## src/rtl/line_fill_buffer_pkg.sv

```systemverilog
// Shared definitions for the line fill buffer: AXI burst constants and FSM encoding.
package line_fill_buffer_pkg;

  localparam int         LFB_WORD_W     = 32;
  localparam logic [7:0] AXI_LEN_LINE   = 8'd7;
  localparam logic [2:0] AXI_SIZE_WORD  = 3'b010;
  localparam logic [1:0] AXI_BURST_WRAP = 2'b10;
  localparam logic [1:0] AXI_RESP_OKAY  = 2'b00;

  typedef enum logic [1:0] {
    LFB_IDLE = 2'd0,
    LFB_ADDR = 2'd1,
    LFB_DATA = 2'd2,
    LFB_DONE = 2'd3
  } lfb_state_t;

  // Word slot for a beat of a critical-word-first WRAP burst.
  function automatic logic [2:0] wrap_slot(input logic [2:0] ci, input logic [2:0] beat);
    return ci + beat;
  endfunction

endpackage

```

## src/rtl/line_word_store.sv

```systemverilog
// Line storage: one register per word, single indexed write port, flat line view.
module line_word_store
  import line_fill_buffer_pkg::*;
#(
  parameter int LINE_WORDS = 8
) (
  input  logic                               Clk,
  input  logic                               Rst,
  input  logic                               i_we,
  input  logic [$clog2(LINE_WORDS)-1:0]      i_idx,
  input  logic [LFB_WORD_W-1:0]              i_data,
  output logic [LINE_WORDS*LFB_WORD_W-1:0]   o_line
);

  logic [LFB_WORD_W-1:0] r_words [LINE_WORDS];

  always_ff @(posedge Clk) begin
    if (Rst) begin
      for (int k = 0; k < LINE_WORDS; k++) r_words[k] <= '0;
    end else if (i_we) begin
      r_words[i_idx] <= i_data;
    end
  end

  always_comb begin
    o_line = '0;
    for (int k = 0; k < LINE_WORDS; k++) o_line[k*LFB_WORD_W +: LFB_WORD_W] = r_words[k];
  end

endmodule

```

## src/rtl/line_fill_buffer.sv

```systemverilog
// Fetches one cache line critical-word-first over an AXI4 WRAP read burst.
module line_fill_buffer
  import line_fill_buffer_pkg::*;
#(
  parameter int LINE_WORDS  = 8,
  parameter int OFFSET_BITS = 5
) (
  input  logic                         Clk,
  input  logic                         Rst,
  input  logic                         En,
  input  logic [31:0]                  WordAddress,
  output logic [31:0]                  LineAddress,
  output logic                         FirstWord,
  output logic [31:0]                  CritData,
  output logic                         Completed,
  output logic [LINE_WORDS*32-1:0]     LineData,
  output logic                         Error,
  output logic [31:0]                  ARADDR,
  output logic [7:0]                   ARLEN,
  output logic [2:0]                   ARSIZE,
  output logic [1:0]                   ARBURST,
  output logic                         ARVALID,
  input  logic                         ARREADY,
  input  logic [31:0]                  RDATA,
  input  logic [1:0]                   RRESP,
  input  logic                         RLAST,
  input  logic                         RVALID,
  output logic                         RREADY
);

  localparam int          IW        = $clog2(LINE_WORDS);
  localparam logic [IW-1:0] LAST_BEAT = IW'(LINE_WORDS - 1);
  localparam logic [31:0] LINE_MASK = ~((32'd1 << OFFSET_BITS) - 32'd1);

  lfb_state_t    r_state, w_state_nxt;
  logic          w_start, w_beat, w_last;
  logic          r_armed, r_dropped;
  logic [IW-1:0] r_ci, r_beat, w_widx;
  logic [31:0]   r_line_addr, r_araddr, r_crit;
  logic          r_arvalid, r_rready, r_first, r_completed, r_error;

  always_ff @(posedge Clk) begin
    if (Rst) r_state <= LFB_IDLE;
    else     r_state <= w_state_nxt;
  end

  always_comb begin
    w_state_nxt = r_state;
    w_start     = 1'b0;
    w_beat      = 1'b0;
    w_last      = 1'b0;
    case (r_state)
      LFB_IDLE: if (En && r_armed) begin
        w_start     = 1'b1;
        w_state_nxt = LFB_ADDR;
      end
      LFB_ADDR: if (r_arvalid && ARREADY) w_state_nxt = LFB_DATA;
      LFB_DATA: if (r_rready && RVALID) begin
        w_beat = 1'b1;
        // The beat counter, not RLAST, ends the burst.
        if (r_beat == LAST_BEAT) begin
          w_last      = 1'b1;
          w_state_nxt = LFB_DONE;
        end
      end
      LFB_DONE: if (!En || r_dropped) w_state_nxt = LFB_IDLE;
      default:  w_state_nxt = LFB_IDLE;
    endcase
  end

  assign w_widx = wrap_slot(r_ci, r_beat);

  always_ff @(posedge Clk) begin
    if (Rst) begin
      r_armed     <= 1'b1;
      r_dropped   <= 1'b0;
      r_ci        <= '0;
      r_beat      <= '0;
      r_line_addr <= '0;
      r_araddr    <= '0;
      r_crit      <= '0;
      r_arvalid   <= 1'b0;
      r_rready    <= 1'b0;
      r_first     <= 1'b0;
      r_completed <= 1'b0;
      r_error     <= 1'b0;
    end else begin
      r_arvalid   <= (w_state_nxt == LFB_ADDR);
      r_rready    <= (w_state_nxt == LFB_DATA);
      r_completed <= (w_state_nxt == LFB_DONE);
      r_first     <= w_beat && (r_beat == '0);
      if (w_start) begin
        r_line_addr <= WordAddress & LINE_MASK;
        r_araddr    <= WordAddress & ~32'h3;
        r_ci        <= WordAddress[IW+1:2];
        r_beat      <= '0;
        r_error     <= 1'b0;
        r_dropped   <= 1'b0;
        r_armed     <= 1'b0;
      end else if (!En) begin
        // Re-arm only on a low seen outside a fill; a mid-fill low just ends DONE early.
        if (r_state == LFB_IDLE || r_state == LFB_DONE) r_armed <= 1'b1;
        if (r_state == LFB_ADDR || r_state == LFB_DATA) r_dropped <= 1'b1;
      end
      if (w_beat) begin
        r_beat <= r_beat + 1'b1;
        if (r_beat == '0) r_crit <= RDATA;
        if (RRESP != AXI_RESP_OKAY || RLAST != w_last) r_error <= 1'b1;
      end
    end
  end

  line_word_store #(.LINE_WORDS(LINE_WORDS)) u_store (
    .Clk    (Clk),
    .Rst    (Rst),
    .i_we   (w_beat),
    .i_idx  (w_widx),
    .i_data (RDATA),
    .o_line (LineData)
  );

  assign LineAddress = r_line_addr;
  assign FirstWord   = r_first;
  assign CritData    = r_crit;
  assign Completed   = r_completed;
  assign Error       = r_error;
  assign ARADDR      = r_araddr;
  assign ARLEN       = AXI_LEN_LINE;
  assign ARSIZE      = AXI_SIZE_WORD;
  assign ARBURST     = AXI_BURST_WRAP;
  assign ARVALID     = r_arvalid;
  assign RREADY      = r_rready;

endmodule
```

## config.mk

```make
export PLATFORM = sky130hd
export DESIGN_NAME = line_fill_buffer
export DESIGN_NICKNAME = d
export VERILOG_FILES = /design/src/rtl/line_fill_buffer_pkg.sv /design/src/rtl/line_word_store.sv /design/src/rtl/line_fill_buffer.sv
export SDC_FILE = /design/constraint.sdc
export NUM_CORES = 1
export LEC_CHECK = 0
export ABC_AREA = 1
export BUFFER_PORTS_ARGS = -buffer_cell sky130_fd_sc_hd__buf_2
export CORE_AREA = 4 4 168 170
export DETAILED_ROUTE_END_ITERATION = 7
export DIE_AREA = 0 0 172 174
export GPL_TIMING_DRIVEN = 0
export PLACE_DENSITY_LB_ADDON = 0.1
export SYNTH_ARGS = -nofsm -noshare
export SYNTH_HDL_FRONTEND = slang
export SYNTH_SLANG_ARGS = --single-unit
```

## constraint.sdc

```tcl
create_clock -name Clk -period 3.8 [get_ports Clk]
set_clock_uncertainty 0.05 [all_clocks]
set_input_delay 0 -clock Clk [delete_from_list [all_inputs] [get_ports Clk]]
set_output_delay 0 -clock Clk [all_outputs]
set_load 0.01 [all_outputs]
```

==> run_summary.xml <==
<?xml version="1.0" encoding="UTF-8"?>
<metrics>
  <group name="outcome">
    <metric name="status" unit="">finished clean</metric>
  </group>
  <group name="worst_setup_path">
    <metric name="reg2reg_setup_slack" unit="ns">0.70</metric>
    <metric name="end_kind" unit="">flip-flop</metric>
    <metric name="path_max_fanout" unit="">32</metric>
    <metric name="critical_path.max_stage_delay" unit="ns">0.66</metric>
    <metric name="path_common_cell" unit="">sky130_fd_sc_hd__inv_1</metric>
    <metric name="timing.rr.start" unit="">r_ci[0]$_SDFFE_PP0P_</metric>
    <metric name="ff2ff_path_depth" unit="">7</metric>
    <metric name="worst-setup-path-type" unit="">flip-flop to flip-flop</metric>
    <metric name="timing.critical_path.cells" unit="">ha_1 &gt; inv_1 &gt; fa_1 &gt; inv_1 &gt; nand3_2 &gt; buf_6 &gt; nand2_2</metric>
    <metric name="cp-start-kind" unit="">flip-flop</metric>
    <metric name="timing.rr.end" unit="">u_store.r_words[3][21]$_SDFFCE_PN0P_</metric>
    <metric name="cpMaxStageDelayCell" unit="">sky130_fd_sc_hd__nand2_2</metric>
    <metric name="critPathRequiredTime" unit="ns">3.87</metric>
    <metric name="worst-endpoint-arrival" unit="ns">3.16</metric>
  </group>
  <group name="timing">
    <metric name="tightest_slew" unit="ns">0.9075</metric>
    <metric name="timing.final.setup_violations" unit="">0</metric>
    <metric name="rsz0062_at_grt" unit="">no</metric>
    <metric name="final-hold-violation-count" unit="">0</metric>
    <metric name="final.min_clock_period" unit="ns">3.096</metric>
    <metric name="timing_max_transition_violations_final" unit="">0</metric>
    <metric name="slew_headroom" unit="%">39.29</metric>
    <metric name="setup_tns_final" unit="ns">0</metric>
    <metric name="final_min_period_over_clock_period" unit="%">81.46</metric>
    <metric name="postLayoutSetupSlackWorst" unit="ns">0.7044</metric>
    <metric name="max_clock_freq" unit="GHz">0.3230</metric>
  </group>
  <group name="global_routing">
    <metric name="antenna_found_initial" unit="">0</metric>
    <metric name="grt-ovfl-total" unit="">0</metric>
    <metric name="grt_usage" unit="%">25.43</metric>
    <metric name="first_global_vias" unit="">9225</metric>
    <metric name="grt_pass1_wl" unit="um">57030</metric>
    <metric name="grt_max_degree" unit="">33</metric>
  </group>
  <group name="yosys">
    <metric name="async_flop_share" unit="%">0</metric>
    <metric name="post_synth_instance_area" unit="um2">12370</metric>
    <metric name="synth.distinct_cells" unit="">24</metric>
    <metric name="synth_edf_count" unit="">256</metric>
    <metric name="postSynthCellCount" unit="">1010</metric>
    <metric name="synth-warning-count" unit="">0</metric>
    <metric name="yosysSeqAreaShare" unit="%">74.11</metric>
    <metric name="postSynthAreaPerCell" unit="um2">12.25</metric>
    <metric name="synth.ff_latch_count" unit="">330</metric>
    <metric name="synth_flop_cell" unit="">sky130_fd_sc_hd__edfxtp_1</metric>
  </group>
  <group name="detailed_routing">
    <metric name="detail_route.wl_per_cell" unit="um">20.45</metric>
    <metric name="met1Wirelength" unit="um">15110</metric>
    <metric name="drt_iter0_drcs" unit="">688</metric>
    <metric name="wl_met2" unit="um">19730</metric>
    <metric name="vias" unit="">9286</metric>
    <metric name="top_signal_layer_used" unit="">met4</metric>
    <metric name="routed_via_density" unit="">4.831</metric>
    <metric name="met3_length" unit="um">2941</metric>
    <metric name="drtPass1Iterations" unit="">5</metric>
    <metric name="remaining_drc_errors" unit="">0</metric>
    <metric name="drt-total-wl" unit="um">39310</metric>
    <metric name="route.antenna.remaining_nets" unit="">0</metric>
  </group>
  <group name="finish">
    <metric name="mostFrequentLayoutCells" unit="">sky130_fd_sc_hd__buf_2, sky130_fd_sc_hd__nor2_1, sky130_fd_sc_hd__edfxtp_1</metric>
    <metric name="layout.cells.most_common" unit="">sky130_fd_sc_hd__buf_2</metric>
    <metric name="filler_cell_count" unit="">2159</metric>
    <metric name="design.final.nets" unit="">1637</metric>
    <metric name="ratio_of_cells_with_drive_above_1_in_the_final_layout" unit="%">36.08</metric>
    <metric name="finish.instance_area" unit="um2">16750</metric>
    <metric name="finalNonFillerCells" unit="">1922</metric>
    <metric name="layout-area-overhead-vs-synth" unit="%">35.39</metric>
  </group>
  <group name="hold_path">
    <metric name="timing.hold.worst.start" unit="">WordAddress[7]</metric>
    <metric name="hold_end" unit="">ARADDR[7]$_SDFFE_PP0P_</metric>
    <metric name="worst_hold_path.num_cells" unit="">4</metric>
    <metric name="hold_class" unit="">input pin to flip-flop</metric>
  </group>
  <group name="pwr">
    <metric name="swShare" unit="%">23.01</metric>
    <metric name="sequential_power_share" unit="%">51.9</metric>
    <metric name="p_switching" unit="mW">1.801</metric>
    <metric name="cellInternalPower" unit="mW">6.023</metric>
    <metric name="power_per_cell_area" unit="nW/um2">467.1</metric>
    <metric name="ir_worst_vdd" unit="uV">317.2</metric>
    <metric name="power.share.combinational" unit="%">8.6</metric>
    <metric name="power.static_leakage" unit="nW">7.834</metric>
    <metric name="power_share_of_the_clock_group" unit="%">39.5</metric>
    <metric name="power.total" unit="mW">7.823</metric>
  </group>
  <group name="floorplan">
    <metric name="die_y" unit="um">174</metric>
    <metric name="row_count" unit="">60</metric>
    <metric name="die_x" unit="um">172</metric>
    <metric name="die_area" unit="um2">29930</metric>
    <metric name="std_cell_core_area" unit="um2">26730</metric>
    <metric name="ioPinCount" unit="">442</metric>
    <metric name="initial_utilization" unit="%">46.29</metric>
  </group>
  <group name="placement">
    <metric name="hpwlAfterDp" unit="um">28360</metric>
    <metric name="gp_routability_congestion" unit="">0.8684</metric>
    <metric name="placement.setup.worst_slack" unit="ns">0.7199</metric>
    <metric name="portbufs" unit="">418</metric>
    <metric name="place.detailed.instances" unit="">1789</metric>
    <metric name="place_area" unit="um2">15020</metric>
  </group>
  <group name="clock_tree">
    <metric name="post_cts_setup_bufs" unit="">0</metric>
    <metric name="path_clk_slew" unit="ns">0.06</metric>
    <metric name="clock_latency_on_the_worst_skew_pair" unit="ns">0.50</metric>
    <metric name="cts_buffer_depth" unit="">3</metric>
    <metric name="tritoncts.num_buffers" unit="">34</metric>
    <metric name="tritoncts_clock_tree" unit="">done</metric>
    <metric name="cts_root_buf" unit="">sky130_fd_sc_hd__clkbuf_16</metric>
    <metric name="cts_htree_levels" unit="">2</metric>
    <metric name="clock_sink_count" unit="">330</metric>
  </group>
  <group name="job">
    <metric name="timing.max_cap.violations" unit="">0</metric>
  </group>
</metrics>
==> power by group through the flow <==
stage / combinational, mW / clock [mW] / sequential, mW
CTS: 0.677 / 3.12 / 4.06
global placement: 0.604 / 0 / 4.13
finish: 0.675 / 3.09 / 4.06
floorplan: 0.244 / 0 / 4.19
global route: 0.730 / 3.30 / 4.07
detailed placement: 0.616 / 0 / 4.13
==> cell families (layout without fill, tap and decap cells) <==
group / Yosys count / in the layout / synth area share (%)
AND/OR/NAND/NOR: 444 / 444 / 14.14
other: 2 / 21 / 0.06070
adder cells (fa/ha/maj): 10 / 10 / 1.072
buffers and inverters: 149 / 701 / 7.484
XOR/XNOR: 2 / 2 / 0.1416
flip-flops: 330 / 330 / 74.11
AO/OA/AOI/OAI: 73 / 73 / 2.994
==> sequential cells by signal (all words and copies together), names as in the netlist <==
signal,count
ARADDR,28
ARVALID,1
Completed,1
CritData,32
Error,1
FirstWord,1
RREADY,1
r_armed,1
r_beat,3
r_ci,2
r_dropped,1
r_state,2
u_store.r_words,256
==> layer usage <==
| metal | global-route usage [%] | up-vias |
|---|---|---|
| met5 | 0 | - |
| met2 | 44.27 | 433 |
| li1 | - | 4355 |
| met1 | 30.71 | 4420 |
| met3 | 5.936 | 78 |
| met4 | 9.204 | 0 |
==> worst max-delay path by stage <==
| stage | start | endpoint |
|---|---|---|
| 4_1_cts | r_ci[0]$_SDFFE_PP0P_ | u_store.r_words[3][21]$_SDFFCE_PN0P_ |
| 6_report | r_ci[0]$_SDFFE_PP0P_ | u_store.r_words[3][21]$_SDFFCE_PN0P_ |
| 5_1_grt | r_ci[0]$_SDFFE_PP0P_ | u_store.r_words[7][19]$_SDFFCE_PN0P_ |
| 3_3_place_gp | r_ci[0]$_SDFFE_PP0P_ | u_store.r_words[6][6]$_SDFFCE_PN0P_ |
| 3_5_place_dp | r_ci[0]$_SDFFE_PP0P_ | u_store.r_words[3][9]$_SDFFCE_PN0P_ |
| 2_1_floorplan | r_ci[0]$_SDFFE_PP0P_ | u_store.r_words[2][0]$_SDFFCE_PN0P_ |
==> synthesized netlist by cell type, types with 2 or more instances <==
master,instances,area (um2)
sky130_fd_sc_hd__buf_6,24,270.3
sky130_fd_sc_hd__o21ai_0,39,195.2
sky130_fd_sc_hd__nand3_1,5,25.02
sky130_fd_sc_hd__inv_1,55,206.5
sky130_fd_sc_hd__ha_1,9,112.6
sky130_fd_sc_hd__buf_4,47,352.8
sky130_fd_sc_hd__nand2_2,3,18.77
sky130_fd_sc_hd__edfxtp_1,256,7687
sky130_fd_sc_hd__conb_1,2,7.510
sky130_fd_sc_hd__nor2_1,327,1227
sky130_fd_sc_hd__clkbuf_1,13,48.80
sky130_fd_sc_hd__dfxtp_1,74,1481
sky130_fd_sc_hd__buf_2,8,40.04
sky130_fd_sc_hd__nand2_1,95,356.6
sky130_fd_sc_hd__a21oi_1,32,160.2
sky130_fd_sc_hd__nor2_2,5,31.28
sky130_fd_sc_hd__nand3_2,9,90.09
==> cell type report <==
type                       count  area (um2)  area share [%]
sequential                   330        9169           54.74
clock buffer                  51       968.4           5.782
multi-input combinational    549        2365           14.12
tap                          341       426.7           2.547
buffer                        92       711.9           4.250
inverter                      57       214.0           1.277
clock inverter                10       50.05          0.2988
timing repair buffer         491        2843           16.97
antenna                        1       2.502         0.01494
==> critical path, delay by kind of cell, from the launching register on <==
kind | cells | cell delay [ns]
buf+inv | 3 | 0.50
fa+ha+maj | 2 | 0.74
simple gates | 2 | 0.93
flops | 1 | 0.44
==> per-stage QoR <==
stage / hold WS [ns] / utilization (%)
3_3_place_gp: 0.1974 / 55.97
6_report: 0.2451 / 62.67
4_1_cts: 0.2255 / 62.66
5_1_grt: 0.2413 / 62.66
3_5_place_dp: 0.2009 / 56.19
2_1_floorplan: 0.06106 / -
==> repair_timing <==
item,4_1_cts,5_1_grt
hold endpoints to repair,316,0
hold buffers,71,0
resized for setup,0,0
No activity file was read; power rests on OpenSTA's default activity.
